## config.mk

```make
export PLATFORM = sky130hd
export DESIGN_NAME = store_aligner
export DESIGN_NICKNAME = d
export VERILOG_FILES = /design/src/rtl/store_aligner.sv
export SDC_FILE = /design/constraint.sdc
export NUM_CORES = 1
export LEC_CHECK = 0
export ABC_CLOCK_PERIOD_IN_PS = 3200
export CAP_MARGIN = 30
export CORE_MARGIN = 1.5
export CORE_UTILIZATION = 40
export CTS_CLUSTER_DIAMETER = 40
export CTS_CLUSTER_SIZE = 20
export DETAILED_ROUTE_END_ITERATION = 12
export GPL_ROUTABILITY_DRIVEN = 1
export GPL_TIMING_DRIVEN = 0
export PLACE_DENSITY = 0.77
export SLEW_MARGIN = 20
export SYNTH_ARGS = -nofsm -noshare
export SYNTH_HDL_FRONTEND = slang
export SYNTH_SLANG_ARGS = --single-unit
```

## constraint.sdc

```tcl
create_clock -name clk -period 3.2 [get_ports clk]
set_input_delay 0.8 -clock clk [delete_from_list [all_inputs] [get_ports clk]]
set_output_delay 0.8 -clock clk [all_outputs]
set_load 0.02 [all_outputs]
```

## src/rtl/store_aligner.sv

```systemverilog
// store_aligner: registered store path from execute stage to the data-memory
// write port. Accepts one byte/half/word/double store per handshake, moves the
// data into its byte lanes, builds byte strobes and issues a bus write beat,
// then reports completion or a fault on a one-cycle response pulse.
//
// Build option STORE_ALIGNER_SPLIT_EN: when defined, misaligned stores are
// performed, and stores that cross a bus word are issued as two beats
// (BEAT1 state). When undefined, any store with addr mod size != 0 faults
// and every legal store is exactly one beat.
module store_aligner #(
  parameter int BUS_W  = 32,
  parameter int ADDR_W = 32
) (
  input  logic                 clk,
  input  logic                 rst_n,
  input  logic                 req_valid,
  output logic                 req_ready,
  input  logic [1:0]           req_type,
  input  logic [ADDR_W-1:0]    req_addr,
  input  logic [BUS_W-1:0]     req_data,
  output logic                 bus_valid,
  input  logic                 bus_ready,
  output logic [ADDR_W-1:0]    bus_addr,
  output logic [BUS_W-1:0]     bus_data,
  output logic [BUS_W/8-1:0]   bus_strb,
  output logic                 resp_valid,
  output logic                 resp_fault
);

  localparam int BUS_B = BUS_W / 8;
  localparam int OFF_W = $clog2(BUS_B);
`ifdef STORE_ALIGNER_SPLIT_EN
  localparam int SB_W  = 2 * BUS_B;   // strobes across two adjacent bus words
`endif

  typedef enum logic [1:0] {
    S_IDLE  = 2'd0,
    S_BEAT0 = 2'd1
`ifdef STORE_ALIGNER_SPLIT_EN
    ,
    S_BEAT1 = 2'd2
`endif
  } state_e;

  state_e r_state;
  state_e w_state_nxt;

  // Expand a byte-enable vector into a bit mask over the data bus.
  function automatic logic [BUS_W-1:0] lane_mask(input logic [BUS_B-1:0] strb);
    logic [BUS_W-1:0] m;
    m = '0;
    for (int i = 0; i < BUS_B; i++) begin
      m[8*i +: 8] = {8{strb[i]}};
    end
    return m;
  endfunction

  // ---------------------------------------------------------------------------
  // Request decode
  // ---------------------------------------------------------------------------
  logic                w_accept;
  logic                w_bus_hs;
  logic [OFF_W-1:0]    w_off;
  logic [ADDR_W-1:0]   w_base;
  logic [7:0]          w_ones;        // (1 << size) - 1, size = 1 << req_type
  logic                w_size_fault;
  logic                w_fault;
  logic [BUS_B-1:0]    w_strb_lo;
  logic [BUS_W-1:0]    w_data_lo;

  assign req_ready = (r_state == S_IDLE);
  assign w_accept  = req_valid && req_ready;
  assign w_bus_hs  = bus_valid && bus_ready;
  assign w_off     = req_addr[OFF_W-1:0];
  assign w_base    = {req_addr[ADDR_W-1:OFF_W], {OFF_W{1'b0}}};

  // A double does not fit a 32-bit bus at all, regardless of alignment.
  assign w_size_fault = (BUS_W == 32) && (req_type == 2'd3);

  // Contiguous byte-enable run for the requested size, before shifting.
  always_comb begin
    // NOTE: every variable written in an always_comb gets a default first, so
    // no path through the block can leave it unassigned and infer a latch.
    w_ones = 8'h01;
    case (req_type)
      2'd0:    w_ones = 8'h01;
      2'd1:    w_ones = 8'h03;
      2'd2:    w_ones = 8'h0F;
      default: w_ones = 8'hFF;
    endcase
  end

`ifdef STORE_ALIGNER_SPLIT_EN
  // Shift into a two-word window: the low word is beat 0, the high word is
  // whatever spilled over the bus-word boundary and becomes beat 1.
  logic [SB_W-1:0]     w_strb_wide;
  logic [2*BUS_W-1:0]  w_data_wide;
  logic [BUS_B-1:0]    w_strb_hi;
  logic [BUS_W-1:0]    w_data_hi;

  assign w_strb_wide = SB_W'(w_ones) << w_off;
  assign w_data_wide = {{BUS_W{1'b0}}, req_data} << {w_off, 3'b000};
  assign w_strb_lo   = w_strb_wide[BUS_B-1:0];
  assign w_strb_hi   = w_strb_wide[SB_W-1:BUS_B];
  assign w_data_lo   = w_data_wide[BUS_W-1:0]       & lane_mask(w_strb_lo);
  assign w_data_hi   = w_data_wide[2*BUS_W-1:BUS_W] & lane_mask(w_strb_hi);
  assign w_fault     = w_size_fault;
`else
  // Aligned stores never leave the bus word, so a single-word shift suffices.
  logic [2:0] w_low_mask;
  logic       w_misalign;

  // Address bits that must be zero for a naturally aligned store.
  always_comb begin
    w_low_mask = 3'b000;
    case (req_type)
      2'd0:    w_low_mask = 3'b000;
      2'd1:    w_low_mask = 3'b001;
      2'd2:    w_low_mask = 3'b011;
      default: w_low_mask = 3'b111;
    endcase
  end

  assign w_misalign = |(req_addr[2:0] & w_low_mask);
  assign w_strb_lo  = BUS_B'(w_ones) << w_off;
  assign w_data_lo  = (req_data << {w_off, 3'b000}) & lane_mask(w_strb_lo);
  assign w_fault    = w_size_fault || w_misalign;
`endif

  // ---------------------------------------------------------------------------
  // Beat-1 holding registers (split build only)
  // ---------------------------------------------------------------------------
`ifdef STORE_ALIGNER_SPLIT_EN
  logic [BUS_B-1:0] r_hi_strb;
  logic [BUS_W-1:0] r_hi_data;
  logic             w_cross;

  assign w_cross = |r_hi_strb;

  // Capture the spill-over half of the store at accept time.
  always_ff @(posedge clk or negedge rst_n) begin
    if (!rst_n) begin
      r_hi_strb <= '0;
      r_hi_data <= '0;
    end else if (w_accept && !w_fault) begin
      r_hi_strb <= w_strb_hi;
      r_hi_data <= w_data_hi;
    end
  end
`endif

  // ---------------------------------------------------------------------------
  // FSM
  // ---------------------------------------------------------------------------
  // State register.
  always_ff @(posedge clk or negedge rst_n) begin
    if (!rst_n) begin
      r_state <= S_IDLE;
    end else begin
      // NOTE: sequential state uses non-blocking assignments so every flop
      // samples its inputs from before the edge, independent of block order.
      r_state <= w_state_nxt;
    end
  end

  // Next-state logic: faults never leave IDLE; each beat waits for bus_ready.
  always_comb begin
    w_state_nxt = r_state;
    case (r_state)
      S_IDLE: begin
        if (w_accept && !w_fault) w_state_nxt = S_BEAT0;
      end
      S_BEAT0: begin
        if (bus_ready) begin
`ifdef STORE_ALIGNER_SPLIT_EN
          w_state_nxt = w_cross ? S_BEAT1 : S_IDLE;
`else
          w_state_nxt = S_IDLE;
`endif
        end
      end
`ifdef STORE_ALIGNER_SPLIT_EN
      S_BEAT1: begin
        if (bus_ready) w_state_nxt = S_IDLE;
      end
`endif
      default: w_state_nxt = S_IDLE;
    endcase
  end

  // ---------------------------------------------------------------------------
  // Registered bus and response outputs
  // ---------------------------------------------------------------------------
  logic                r_bus_valid;
  logic [ADDR_W-1:0]   r_bus_addr;
  logic [BUS_W-1:0]    r_bus_data;
  logic [BUS_B-1:0]    r_bus_strb;
  logic                r_resp_valid;
  logic                r_resp_fault;

  // Load beat 0 on accept, swap in beat 1 or retire on each handshake; the
  // beat is untouched while the memory stalls.
  always_ff @(posedge clk or negedge rst_n) begin
    if (!rst_n) begin
      r_bus_valid  <= 1'b0;
      r_bus_addr   <= '0;
      r_bus_data   <= '0;
      r_bus_strb   <= '0;
      r_resp_valid <= 1'b0;
      r_resp_fault <= 1'b0;
    end else begin
      r_resp_valid <= 1'b0;
      r_resp_fault <= 1'b0;
      if (w_accept) begin
        if (w_fault) begin
          r_resp_valid <= 1'b1;
          r_resp_fault <= 1'b1;
        end else begin
          r_bus_valid <= 1'b1;
          r_bus_addr  <= w_base;
          r_bus_data  <= w_data_lo;
          r_bus_strb  <= w_strb_lo;
        end
      end else if (w_bus_hs) begin
`ifdef STORE_ALIGNER_SPLIT_EN
        if (r_state == S_BEAT0 && w_cross) begin
          // Address wraps modulo 2^ADDR_W by plain truncating addition.
          r_bus_addr <= r_bus_addr + ADDR_W'(BUS_B);
          r_bus_data <= r_hi_data;
          r_bus_strb <= r_hi_strb;
        end else begin
          r_bus_valid  <= 1'b0;
          r_resp_valid <= 1'b1;
        end
`else
        r_bus_valid  <= 1'b0;
        r_resp_valid <= 1'b1;
`endif
      end
    end
  end

  assign bus_valid  = r_bus_valid;
  assign bus_addr   = r_bus_addr;
  assign bus_data   = r_bus_data;
  assign bus_strb   = r_bus_strb;
  assign resp_valid = r_resp_valid;
  assign resp_fault = r_resp_fault;

endmodule
```

; ---- Word-level counts from Yosys, hierarchy flattened
; Cells that the tools add are included.
; W data, S select, Z words.
[classes]
eq_ne = 7
n_shift = 2
n_mux = 12
bitwise = 3
reduce_logical = 12
[ops]
columns = op, n
row1 = $and A32 B32 Y32, 1
row2 = $shl A32 B5 Y32, 1
row3 = $pmux W4 S3, 1
row4 = $pmux W3 S3, 1
row5 = $mux W1, 7
row6 = $reduce_and A2 Y1, 3
row7 = $eq A2 B1 Y1 const B, 2
row8 = $eq A2 B2 Y1 const B, 2
row9 = $logic_not A2 Y1, 2
row10 = $mux W2, 2
row11 = $ne A2 B2 Y1 const B, 2
row12 = $pmux W2 S2, 1
row13 = $shl A4 B2 Y4, 1
row14 = $and A3 B3 Y3, 1
row15 = $logic_and A1 B1 Y1, 3
row16 = $reduce_or A3 Y1, 1
row17 = $ne A2 B1 Y1 const B, 1
row18 = $reduce_bool A2 Y1, 1
row19 = $logic_not A1 Y1, 1
row20 = $logic_or A1 B1 Y1, 1
row21 = $not A1 Y1, 1
[totals]
ff_bits = 71
in_bits = 70
out_inout_bits = 72
wordCells = 43

; ---- Longest topological paths before layout
; Gate-level depths: netlist of the first run.
[depth]
depth_word = 9
mapped_depth = 7
depth_no_buf = 4

; ---- Worst setup path before layout of the first run
; Ideal clock, no wire load.
[synth_path]
kind = input -> register
from = input port req_type[1]
to = register r_bus_addr[30] (netlist: bus_addr[30])
setup_ps = 128
arrival_ps = 1844
required_time_ps = 3072
setup_slack_ps = 1228
stages = 6
path_buffers = 2
cell_sequence = buf_6 > o21a_1 > o22ai_1 > nand3_2 > buf_2 > mux2_1
[synth_between]
elab_chain_len = 7
word_cells_on_any_way = 10
classes_between = 3 x eq/ne / 1 x mux / 2 x bitwise / 4 x reduce/logical
[synth_rtl]
columns = item, line_no
row1 = "start, declared", 18  ; input logic [1:0] req_type,
row2 = "$eq A2 B2 Y1, or another cell as far along", 116  ; case (req_type)
row3 = $pmux W3 S3, 116
row4 = $and A3 B3 Y3, 124  ; assign w_misalign = |(req_addr[2:0] & w_low_mask);
row5 = $reduce_or A3 Y1, 124
row6 = $logic_or A1 B1 Y1 (*), 127  ; assign w_fault = w_size_fault || w_misalign;
row7 = $not A1 Y1 (no source line) (*), -
row8 = $reduce_and A2 Y1 (no source line) (*), -
row9 = "end signal, assigned", 220  ; r_bus_addr <= w_base;
row10 = "end, declared", 195  ; logic [ADDR_W-1:0] r_bus_addr;
; Every way passes the cells marked *; elsewhere a longest branch is shown, timed or not.
; A chain may end at the register's enable or synchronous reset.

; ---- Worst setup path after layout of the first run
[layout_path]
from = input port req_addr[0]
to = register r_bus_data[14] (netlist: bus_data[14])
[layout_between]
elab_chain_len = 5
word_cells_on_any_way = 8
classes_between = 2 x shift / 3 x bitwise / 3 x reduce/logical
[layout_rtl]
columns = item, line_no
row1 = "start, declared", 19  ; input logic [ADDR_W-1:0] req_addr,
row2 = branches (longest 5 deep; another with $shl A32 B5 Y32), -
row3 = "end signal, assigned", 221  ; r_bus_data <= w_data_lo;
row4 = "end, declared", 196  ; logic [BUS_W-1:0] r_bus_data;
; Several ways; the timed one is not identified.

==> results of run 1 <==
-- routing by layer --
| metal | global-route usage | share of wire |
|---|---|---|
| met5 | 0 | 0 |
| met4 | 0.0910 | 0.018 |
| met3 | 0.0320 | 0.051 |
| met2 | 0.319 | 0.49 |
| met1 | 0.263 | 0.44 |
-- kinds of logic after synthesis --
group,count (synthesis)
xor gates and xnor gates,1
and+or+nand+nor,37
AOI/OAI and AO/OA,62
DFF,70
buffers and inverters,23
other,1
muxes,46
-- flip-flops by register name, summed over array words and instances, names as in the netlist --
signal and cells:
resp_valid 1, bus_addr 30, r_state 1, bus_data 32, bus_valid 1, bus_strb 4, resp_fault 1
-- area by class of cell --
cell class | instances | area [um2]
clock inverters | 6 | 45.0
flip-flops and latches | 70 | 1750
repair buffers | 138 | 1400
fillers | 601 | 2820
clock buffers | 10 | 138
inverters | 2 | 7.51
well taps | 102 | 128
multi-input cells | 148 | 1270
plain buffers | 21 | 178
-- final timing paths --
| check | from | slack, ns | to |
|---|---|---|---|
| setup / recovery | req_addr[0] | 0.77 | bus_data[14]$_DFFE_PN0P_ |
| hold / removal | rst_n | 0.30 | bus_addr[23]$_DFFE_PN0P_ |
| setup reg to reg | r_state[0]$_DFFE_PN0P_ | 1.62 | bus_strb[1]$_DFFE_PN0P_ |
| hold reg to reg | bus_strb[2]$_DFFE_PN0P_ | 0.48 | bus_strb[2]$_DFFE_PN0P_ |
| max in group asynchronous | rst_n | 2.37 | bus_data[27]$_DFFE_PN0P_ |
| min in group clk | bus_strb[2]$_DFFE_PN0P_ | 0.48 | bus_strb[2]$_DFFE_PN0P_ |
-- cell usage in the layout (no fill, tap or decap), types with 5 or more instances in the layout --
cell,synthesis,layout
buf_6,10,10
clkdlybuf4s50_1,0,136
o2bb2ai_1,8,8
buf_4,4,5
dfrtp_1,70,70
and2b_2,5,5
mux2_1,5,5
a32o_1,7,7
o21ai_0,11,11
nand2_1,19,19
a211o_2,6,6
a22o_1,16,16
clkbuf_8,0,10
mux2i_1,16,16
mux2_2,25,25
-- power by group --
| part | switching (W) | total, W | internal (W) |
|---|---|---|---|
| logic | 0.000487 | 0.00105 | 0.000568 |
| registers | 0.0000927 | 0.00116 | 0.00107 |
| clock network | 0.000359 | 0.000664 | 0.000305 |
-- stage by stage --
step / util / area, um2 / worst slack [ns]
4_1_cts: 0.635 / 4910 / 0.770
3_5_place_dp: 0.612 / 4730 / 0.412
5_1_grt: 0.635 / 4910 / 0.640
6_report: 0.635 / 4910 / 0.768
3_3_place_gp: 0.608 / 4700 / -0.945
2_1_floorplan: - / 3200 / 1.23
==> flow_metrics.tcl, run 1 <==
set metrics [dict create \
    outcome "finished clean" \
    synthMuxAreaShare 0.156 \
    root_buffer "clkbuf_8" \
    synth.area.top_cells "dfrtp_1 (55%), mux2_2 (8.8%), mux2i_1 (5.0%), a22o_1 (4.4%), buf_6 (3.5%)" \
    postSynthCellCount 240 \
    synth_cell_types 43 \
    nets 460 \
    yosysMostFrequentCell "dfrtp_1" \
    synth_top_area_share 0.548 \
    worst_setup_path_end_kind "register" \
    worst-setup-path-type "input pin to register" \
    floorplan.die_area_um2 8540 \
    setup_viol 0 \
    path_max_fanout 10 \
    wl_um 8390 \
    gp_congestion 0.803 \
    antenna_cells 0 \
    cts_buffers 9 \
    via_per_inst 5.00 \
    avgSynthCellArea_um2 13.3 \
    path_delay_family "buffers and inverters" \
    clock_path_buffers 2 \
    slowest_delay_ns 0.54 \
    cts_resized 0 \
    wire_per_inst_um 16.9 \
    clkSinkCount 70 \
    stdcell_count 497 \
    ant_nets 0 \
    fmax_mhz 411 \
    r2r_cells 5 \
    grt_setup_unrepaired "false" \
    cts.reportedPaths.clkPinSlew_ns 0.08 \
    grt_pass1_vias 2500 \
    dp_cells 481 \
    synth_top_family_by_area "compound AO/OA/AOI/OAI gates" \
    synth_edf_count 0 \
    relSlewSlack 0.571 \
    die_y_um 92.4 \
    timing.hold.ws_ns 0.298 \
    synth_fa_ha_area_frac 0 \
    cts_tree "built" \
    ys_seq_elements 70 \
    synth_compound_area_frac 0.167 \
    first_iter_violations 43 \
    finalPower_w 0.00288 \
    leakagePower_nw 2.12 \
    drv_slew 0 \
    htreeDepth 3 \
    fin_skew_ns 0.00934 \
    drive_above_1_share 0.205 \
    synth_top_cell_by_area "dfrtp_1" \
    grt_pass1_wl_um 13100 \
    power_density_nw_per_um2 586 \
    grt_start_max_net_pins 56 \
    drt_first_pass_iters 4 \
    finalSetupTns_ns 0 \
    synth_ff_type "dfrtp_1" \
    overflow 0 \
    start_util 0.414 \
    ir_drop_uv 291 \
    via_count 2487 \
    cts_hold_buffers 0 \
    synth-simple-area-share 0.0677 \
    syn_area_um2 3200 \
    antenna_found_initial 0 \
    route.detailed.drc 0 \
    coreArea_um2 7730 \
    critPathLaunchType "input pin" \
    cpMostUsedCell "buf_2" \
    period_minus_slack_ns 2.43 \
    ys_warn_count 0 \
    post_cts_buffers 0 \
    die_x_um 92.4 \
    hold_path_class "input pin to asynchronous set/reset pin" \
    period_share 0.760 \
    grt_use_total 0.198 \
    dp_hpwl_um 6310 \
    num_rows 32 \
    path_buf_inv 3 \
    synthTopCellsByCount "dfrtp_1 (70), mux2_2 (25), nand2_1 (19), a22o_1 (16), mux2i_1 (16)" \
    portBuffers 137 \
    synthXorXnorAreaFrac 0.00274 \
    cap_viol_max_count 0 \
    worst-path-stages 7 \
    synthArstFlopShare 1.00 \
    cp.arrival_ns 2.64 \
    tightest_slew_ns 0.643 \
    syn_to_final_growth_pct 53.5 \
    hold_violations 0 \
    seq_area_frac_synth 0.548 \
    crit_required_ns 3.41 \
    ios 142 \
    crit_chain "clkdlybuf4s50_1, o21a_1, o22ai_1, nand3_2, buf_2, buf_2, o2bb2ai_1" \
    clk_latency_ns 0.35 \
    slowest_stage "clkdlybuf4s50_1" \
]
No activity file was read; power rests on OpenSTA's default activity.
==> run 2: changes to the inputs <==
--- a/config.mk
+++ b/config.mk
@@ -5,7 +5,7 @@
 export SDC_FILE = /design/constraint.sdc
 export NUM_CORES = 1
 export LEC_CHECK = 0
-export ABC_CLOCK_PERIOD_IN_PS = 3200
+export ABC_CLOCK_PERIOD_IN_PS = 2270
 export CAP_MARGIN = 30
 export CORE_MARGIN = 1.5
 export CORE_UTILIZATION = 40
==> constraint.sdc (replaced) <==
create_clock -name clk -period 2.27 [get_ports clk]
set_input_delay 0.5675 -clock clk [delete_from_list [all_inputs] [get_ports clk]]
set_output_delay 0.5675 -clock clk [all_outputs]
set_load 0.02 [all_outputs]
==> run 2 against run 1 <==
Compared with the run above:
- register-to-register slack got worse by 0.92 ns
- sequential power increased by 41%
- total power increased by 41%
- die area unchanged
- worst hold slack got worse by 0.23 ns
- global-route usage unchanged
- clock skew decreased by 0.00054 ns
- wire length increased by 0.19%
- sequential cell count unchanged
- count of clock-buffer cells in the layout unchanged
- largest cell class unchanged
- highest routed layer unchanged
==> flow_metrics.tcl, run 2 (synthesis results as in run 1) <==
set metrics [dict create \
    period_share 0.956 \
    ant_nets 0 \
    htreeDepth 3 \
    mostFrequentLayoutCells "clkdlybuf4s50_1 (136), dfrtp_1 (70), mux2_2 (25)" \
    drt_first_pass_iters 4 \
    critPathLaunchType "input pin" \
    via_count 2484 \
    slowest_stage "clkdlybuf4s50_1" \
    drv_slew 0 \
    crit_required_ns 2.52 \
    route.detailed.drc 0 \
    internal-power_w 0.00274 \
    start_util 0.414 \
    clock_path_buffers 2 \
    path_max_fanout 10 \
    coreArea_um2 7730 \
    ir_drop_uv 409 \
    p_switching_w 0.00132 \
    cts_buffers 9 \
    wl_um 8410 \
    via_per_inst 5.00 \
    period_minus_slack_ns 2.17 \
    crit_chain "clkdlybuf4s50_1, buf_4, buf_6, buf_6, mux2i_2, nand2_1, a32o_1" \
    leakagePower_nw 2.12 \
    tightest_slew_ns 0.641 \
    power.share.clock 0.231 \
    grt_pass1_wl_um 13100 \
    switching_share 0.326 \
    seqPwrFrac 0.403 \
    antenna_found_initial 0 \
    cpMostUsedCell "buf_6" \
    cts_hold_buffers 0 \
    outcome "finished clean" \
    relSlewSlack 0.573 \
    dp_hpwl_um 6310 \
    path_buf_inv 4 \
    grt_use_total 0.198 \
    final_common_cell "clkdlybuf4s50_1" \
    largest_reg_flops 32 \
    post_dp_cell_area_um2 4730 \
    post-route-cell-area_um2 4920 \
    drive_above_1_share 0.210 \
    grt_start_max_net_pins 56 \
    hold_violations 0 \
    slowest_delay_ns 0.63 \
    grt_setup_unrepaired "false" \
    overflow 0 \
    wire_per_inst_um 16.9 \
    die_x_um 92.4 \
    floorplan.die_area_um2 8540 \
    dpl_worst_slack_ns -0.285 \
    portBuffers 137 \
    setup_viol 0 \
    power_density_nw_per_um2 826 \
    first_iter_violations 49 \
    cts.reportedPaths.clkPinSlew_ns 0.09 \
    worst-setup-path-type "input pin to register" \
    cts_tree "built" \
    fillers 601 \
    hold_path_class "input pin to asynchronous set/reset pin" \
    ios 142 \
    clk_latency_ns 0.35 \
    cap_viol_max_count 0 \
    antenna_cells 0 \
    die_y_um 92.4 \
    worst_setup_path_end_kind "register" \
    fmax_mhz 461 \
    cp.arrival_ns 2.42 \
    num_rows 32 \
    clkSinkCount 70 \
    gp_congestion 0.803 \
    syn_to_final_growth_pct 53.8 \
    root_buffer "clkbuf_8" \
    grt_pass1_vias 2500 \
    path_delay_family "buffers and inverters" \
    nets 460 \
    fin_skew_ns 0.00880 \
    combPwrFrac 0.367 \
    setup_ws_ns 0.101 \
    timing.hold.ws_ns 0.0639 \
]
[run 2: cell count changes in the layout (fill, tap and decap cells not counted)]
| cell | before | now |
|---|---|---|
| mux2i_1 | 16 | 15 |
| mux2i_2 | 0 | 1 |
| o22ai_1 | 1 | 0 |
| o22ai_2 | 0 | 1 |
[run 2: what timing repair did]
action,4_1_cts,5_1_grt
setup endpoints to repair,0,8
gates resized for setup,0,2
setup buffers,0,0
[run 2: power by group through the flow]
stage	Combinational (W)	Sequential (W)	Clock, W
after global placement	0.00147	0.00165	0
after CTS	0.00150	0.00164	0.000963
after detailed placement	0.00150	0.00166	0
final	0.00149	0.00164	0.000936
after global routing	0.00157	0.00167	0.00101
after floorplan	0.000387	0.00198	0
[run 2: worst reg2reg max path, cell delays in order (launching register included)]
cell and delay [ns]:
dfrtp_1 0.39, nand2b_1 0.16, buf_6 0.15, or3_1 0.34, clkbuf_1 0.22, a21bo_2 0.25
[run 2: final timing paths]
| kind | start | depth (start not counted) | slack (ns) | endpoint |
|---|---|---|---|---|
| worst max-delay path | req_addr[0] | 7 | 0.10 | bus_data[29]$_DFFE_PN0P_ |
| worst min-delay path | rst_n | 1 | 0.06 | bus_addr[23]$_DFFE_PN0P_ |
| worst max register to register | r_state[0]$_DFFE_PN0P_ | 5 | 0.70 | bus_strb[1]$_DFFE_PN0P_ |
| worst min register to register | bus_strb[2]$_DFFE_PN0P_ | 1 | 0.48 | bus_strb[2]$_DFFE_PN0P_ |
| max in group asynchronous | rst_n | 2 | 1.67 | bus_data[27]$_DFFE_PN0P_ |
| min in group clk | bus_strb[2]$_DFFE_PN0P_ | 1 | 0.48 | bus_strb[2]$_DFFE_PN0P_ |
[run 2: routing by layer]
metal,part of all wire,track usage,up-vias
met5,0,0,-
met4,0.017,0.0910,0
met3,0.051,0.0320,12
met2,0.49,0.319,81
met1,0.44,0.263,1213
li1,-,-,1178
[run 2: layout make-up]
| cell class | instances | area [um2] | area share |
|---|---|---|---|
| clock inverter | 6 | 45.0 | 0.00916 |
| buffer | 21 | 178 | 0.0361 |
| inverter | 2 | 7.51 | 0.00153 |
| tap | 102 | 128 | 0.0259 |
| timing repair buffer | 138 | 1400 | 0.284 |
| sequential | 70 | 1750 | 0.356 |
| multi-input combinational | 148 | 1280 | 0.259 |
| clock buffer | 10 | 138 | 0.0280 |
[run 2: metrics by stage]
stage                      util  TNS, ns  power, W  instances
after floorplan               -        0   0.00237        241
after global placement    0.608  -125.13   0.00312        480
after detailed placement  0.612   -11.29   0.00316        481
after CTS                 0.635        0   0.00410        497
after global routing      0.637        0   0.00425        497
final                     0.637        0   0.00406        497
==> run 3: changes to the inputs <==
--- a/config.mk
+++ b/config.mk
@@ -9,12 +9,13 @@
 export CAP_MARGIN = 30
 export CORE_MARGIN = 1.5
 export CORE_UTILIZATION = 40
-export CTS_CLUSTER_DIAMETER = 40
+export CTS_CLUSTER_DIAMETER = 60
 export CTS_CLUSTER_SIZE = 20
 export DETAILED_ROUTE_END_ITERATION = 12
 export GPL_ROUTABILITY_DRIVEN = 1
 export GPL_TIMING_DRIVEN = 0
 export PLACE_DENSITY = 0.77
+export RECOVER_POWER = 50
 export SLEW_MARGIN = 20
 export SYNTH_ARGS = -nofsm -noshare
 export SYNTH_HDL_FRONTEND = slang
==> run 3 against run 2 <==
Compared with the run above:
- wire length is essentially flat
- clock power is essentially flat
- critical path depth is the same
- global-route usage is the same
- design area shrank 0.48%
- clock skew is essentially flat
- count of clock-buffer cells in the layout is the same
- maximum frequency is essentially flat
- register-to-register slack is essentially flat
- setup slack gained 0.0021 ns
- critical endpoint unchanged
- largest power group unchanged
- highest routed layer unchanged
==> flow_metrics.tcl, run 3 (synthesis results as in run 1) <==
set metrics [dict create \
    outcome "finished clean" \
    cpMostUsedCell "buf_6" \
    worst_setup_path_end_kind "register" \
    portBuffers 137 \
    fmax_mhz 461 \
    setup_ws_ns 0.103 \
    endpoint "bus_data[29]$_DFFE_PN0P_" \
    dpl_worst_slack_ns -0.285 \
    via_count 2488 \
    ios 142 \
    dp_hpwl_um 6310 \
    power.share.clock 0.234 \
    floorplan.die_area_um2 8540 \
    syn_to_final_growth_pct 53.0 \
    setup_viol 0 \
    cap_viol_max_count 0 \
    crit_required_ns 2.52 \
    seqPwrFrac 0.408 \
    clk_latency_ns 0.35 \
    drive_above_1_share 0.208 \
    final_common_cell "clkdlybuf4s50_1" \
    internal-power_w 0.00268 \
    fillers 603 \
    die_y_um 92.4 \
    dp_cells 481 \
    antenna_found_initial 0 \
    finalPower_w 0.00400 \
    coreArea_um2 7730 \
    grt_setup_unrepaired "false" \
    start_util 0.414 \
    rrSetupSlack_ns 0.70 \
    drt_first_pass_iters 4 \
    nets 460 \
    combPwrFrac 0.358 \
    rr_endpoint "bus_strb[1]$_DFFE_PN0P_" \
    tightest_slew_ns 0.772 \
    switching_share 0.330 \
    seq_area_um2 1750 \
    clock_path_buffers 2 \
    critPathLaunchType "input pin" \
    largest_reg_flops 32 \
    ant_nets 0 \
    slowest_stage "clkdlybuf4s50_1" \
    cts_tree "built" \
    drv_slew 0 \
    gp_congestion 0.803 \
    worst-path-stages 7 \
    antenna_cells 0 \
    hold_path_class "input pin to asynchronous set/reset pin" \
    first_iter_violations 48 \
    grt_pass1_vias 2500 \
    critPathLaunch "req_addr[0]" \
    htreeDepth 3 \
    path_buf_inv 4 \
    num_rows 32 \
    finalSetupTns_ns 0 \
    reg2reg_from "r_state[0]$_DFFE_PN0P_" \
    stdcell_count 497 \
    die_x_um 92.4 \
    power_density_nw_per_um2 817 \
    multiInputGateArea_um2 1280 \
    clkSinkCount 70 \
    hold_violations 0 \
    fin_skew_ns 0.00898 \
    overflow 0 \
    mostFrequentLayoutCells "clkdlybuf4s50_1 (104), dfrtp_1 (70), dlygate4sd3_1 (32)" \
    relSlewSlack 0.485 \
    wl_um 8410 \
    ir_drop_uv 409 \
    grt_start_max_net_pins 56 \
    grt_pass1_wl_um 13100 \
    crit_chain "clkdlybuf4s50_1, buf_4, buf_6, buf_6, mux2i_2, nand2_1, a32o_1" \
    p_switching_w 0.00132 \
    path_delay_family "buffers and inverters" \
    cts_buffers 9 \
    period_share 0.955 \
    leakagePower_nw 2.14 \
    cts.reportedPaths.clkPinSlew_ns 0.09 \
    grt_use_total 0.198 \
    via_per_inst 5.01 \
    wire_per_inst_um 16.9 \
    worst-setup-path-type "input pin to register" \
    route.detailed.drc 0 \
    cp.arrival_ns 2.41 \
    path_max_fanout 10 \
    post_cts_buffers 0 \
    period_minus_slack_ns 2.17 \
    r2r_cells 5 \
    slowest_delay_ns 0.63 \
    root_buffer "clkbuf_8" \
]
## run 3: cell count changes in the layout (fill, tap and decap cells not counted), sizes merged
cell | previous run | this run
buf | 20 | 18
dlygate4sd3 | 0 | 32
clkbuf | 12 | 14
clkdlybuf4s50 | 136 | 104
## run 3: power by group through the flow
stage	Combinational, W	Sequential, W	Clock, W
after global routing	0.00151	0.00167	0.00101
after detailed placement	0.00150	0.00166	0
after CTS	0.00150	0.00164	0.000963
after global placement	0.00147	0.00165	0
final	0.00143	0.00163	0.000937
after floorplan	0.000387	0.00198	0
## run 3: area by class of cell
type	instances	share of cell area
Buffer	21	0.0363
Clock buffer	10	0.0281
Clock inverter	6	0.00920
Inverter	2	0.00153
Multi-Input combinational cell	148	0.261
Sequential cell	70	0.358
Tap cell	102	0.0261
Timing Repair Buffer	138	0.280
## run 3: worst min-delay path by stage
stage / slack (ns) / end / depth (start not counted) / start
detailed placement: 0.44 / bus_addr[27]$_DFFE_PN0P_ / 1 / rst_n
floorplan: 0.27 / bus_addr[10]$_DFFE_PN0P_ / 0 / rst_n
global placement: 0.46 / bus_strb[2]$_DFFE_PN0P_ / 1 / bus_strb[2]$_DFFE_PN0P_
CTS: 0.06 / bus_addr[27]$_DFFE_PN0P_ / 1 / rst_n
global route: 0.31 / bus_addr[27]$_DFFE_PN0P_ / 1 / rst_n
finish: 0.26 / bus_addr[23]$_DFFE_PN0P_ / 1 / rst_n
## run 3: worst reg2reg max path, stage by stage, from the launching register on
cell and delay [ns]:
dfrtp_1 0.39, nand2b_1 0.16, buf_6 0.15, or3_1 0.34
clkbuf_1 0.22, a21bo_2 0.25
## run 3: layer usage
layer  wire [um]  GRT usage
met1        3700      0.263
met2        4120      0.319
met3         441     0.0320
met4         147     0.0910
met5           0          0
## run 3: repair_timing
action                                  CTS  global route
hold buffers                              0             0
endpoints found under the setup margin    0             8
resized for setup                         0             2
## run 3: per-stage QoR
stage	util	hold WS (ns)	cell area (um2)
after CTS	0.635	0.0595	4910
final	0.634	0.261	4900
after global placement	0.608	0.460	4700
after detailed placement	0.612	0.442	4730
after global routing	0.634	0.313	4900
after floorplan	-	0.272	3200
==> RTL change (config.mk and constraints of run 1) <==
The option `STORE_ALIGNER_SPLIT_EN` is turned on by a define.
--- a/src/rtl/store_aligner.sv
+++ b/src/rtl/store_aligner.sv
@@ -9,2 +9,4 @@
 // and every legal store is exactly one beat.
+`define STORE_ALIGNER_SPLIT_EN
+
 module store_aligner #(
Function: changed (Yosys sat finds a counterexample within 4 cycles, from zero or initial values and one cycle with rst_n low).
==> RTL change against run 1 <==
  * Register-to-register slack worse by 0.68 ns
  * Core utilization fell by 7.0 points
  * Final cell count is 83% higher
  * Clock power up 58%
  * Sequential cell count grew 29
  * Cell area is 47% higher
  * Power is 130% higher
  * Wire length is 130% higher
  * Worst setup slack lost 0.26 ns
  * Highest routed layer unchanged
  * Synthesized area rose by 66%
  * Via count is 120% higher
  * Maximum frequency decreased by 9.7%
==> RTL change: results (changes against run 1) <==
Routing
  – Via count: 5500 (+120%)
  – DRT Wirelength: 19100 um (+130%)
  – Number of DRC violations after detailed-routing iteration 0: 647 (+1400%)
  – Met3 WL: 1780 um (+320%)
  – Drt pass-1 iters: 5 (+1)

Global routing
  – M1 GR Usage: 36.4% (+10 points)
  – GRT Resource Usage Total: 27.5% (+7.6 points)
  – Largest net degree at the start of global routing: 83 (+48%)
  – First-pass GRT wire length: 29800 um (+130%)

Layout
  – Post-Layout Cell Count: 911 (+83%)
  – Fin nets: 805 (+75%)

Critical path
  – CP Data Arrival Time: 2.90 ns (+0.26 ns)

Synthesis
  – Yosys cell types: 58 (+35%)
  – Gate Count Post-Synth: 582 (+140%)
  – Register area share after synthesis: 46.7% (-8.0 points)

Power
  – Static Leak: 2.97 nW (+40%)
  – Net Switching: 2.83 mW (+200%)
  – Maximum ir drop on the vdd rail: 385 uV (+32%)
  – Power share of the sequential group: 34.2% (-6.1 points)
  – Final Total Pwr: 6.50 mW (+130%)

STA
  – Clock skew after layout: 0.00778 ns (-0.00156 ns)

Placed design
  – Placed Cells: 895 (+86%)
  – Post-place setup slack: 0.207 ns (-0.206 ns)

Clocking
  – Clk root buf: clkbuf_16

Run status
  – Status: completed
[RTL change: cell types whose count changed in the layout (fill, tap and decap cells not counted), sizes merged, moves of 9 or more]
cell / before / now
a221oi: 0 / 17
o31ai: 0 / 9
a21oi: 2 / 47
nor2: 2 / 62
dfrtp: 70 / 99
o22ai: 1 / 13
and3: 0 / 10
a22oi: 0 / 10
nand2: 19 / 81
o21ai: 11 / 49
clkbuf: 12 / 33
mux2: 30 / 16
nand3: 1 / 17
[RTL change: path summary, 6_finish.rpt]
check / from / to / slack [ns] / cells past startpoint
max reg2reg: bus_addr[2] / bus_addr[28] / 0.94 / 7
max in group asynchronous: rst_n / r_hi_data[19] / 2.28 / 2
min: rst_n / bus_addr[31] / 0.27 / 1
max: req_valid / bus_addr[26] / 0.51 / 7
min reg2reg: r_hi_data[3] / r_hi_data[3] / 0.48 / 2
min in group clk: r_hi_data[3] / r_hi_data[3] / 0.48 / 2
[RTL change: cells by family (layout without fill, tap and decap cells)]
logic type | Yosys count | in the layout | share of synthesized area, %
flip-flops | 99 | 99 | 46.7
multiplexers | 32 | 32 | 6.42
AND/OR/NAND/NOR | 203 | 203 | 17.6
buffers and inverters | 52 | 208 | 4.37
AO/OA/AOI/OAI | 194 | 194 | 24.6
other | 1 | 2 | 0.0708
adder cells (fa/ha/maj) | 1 | 1 | 0.236
[RTL change: cell type report]
type / count / area, um^2
Inverter: 6 / 22.5
Timing Repair Buffer: 140 / 1420
Fill cell: 1095 / 5550
Multi-Input combinational cell: 432 / 2590
Buffer: 46 / 209
Clock inverter: 6 / 41.3
Clock buffer: 10 / 239
Sequential cell: 99 / 2480
Tap cell: 172 / 215
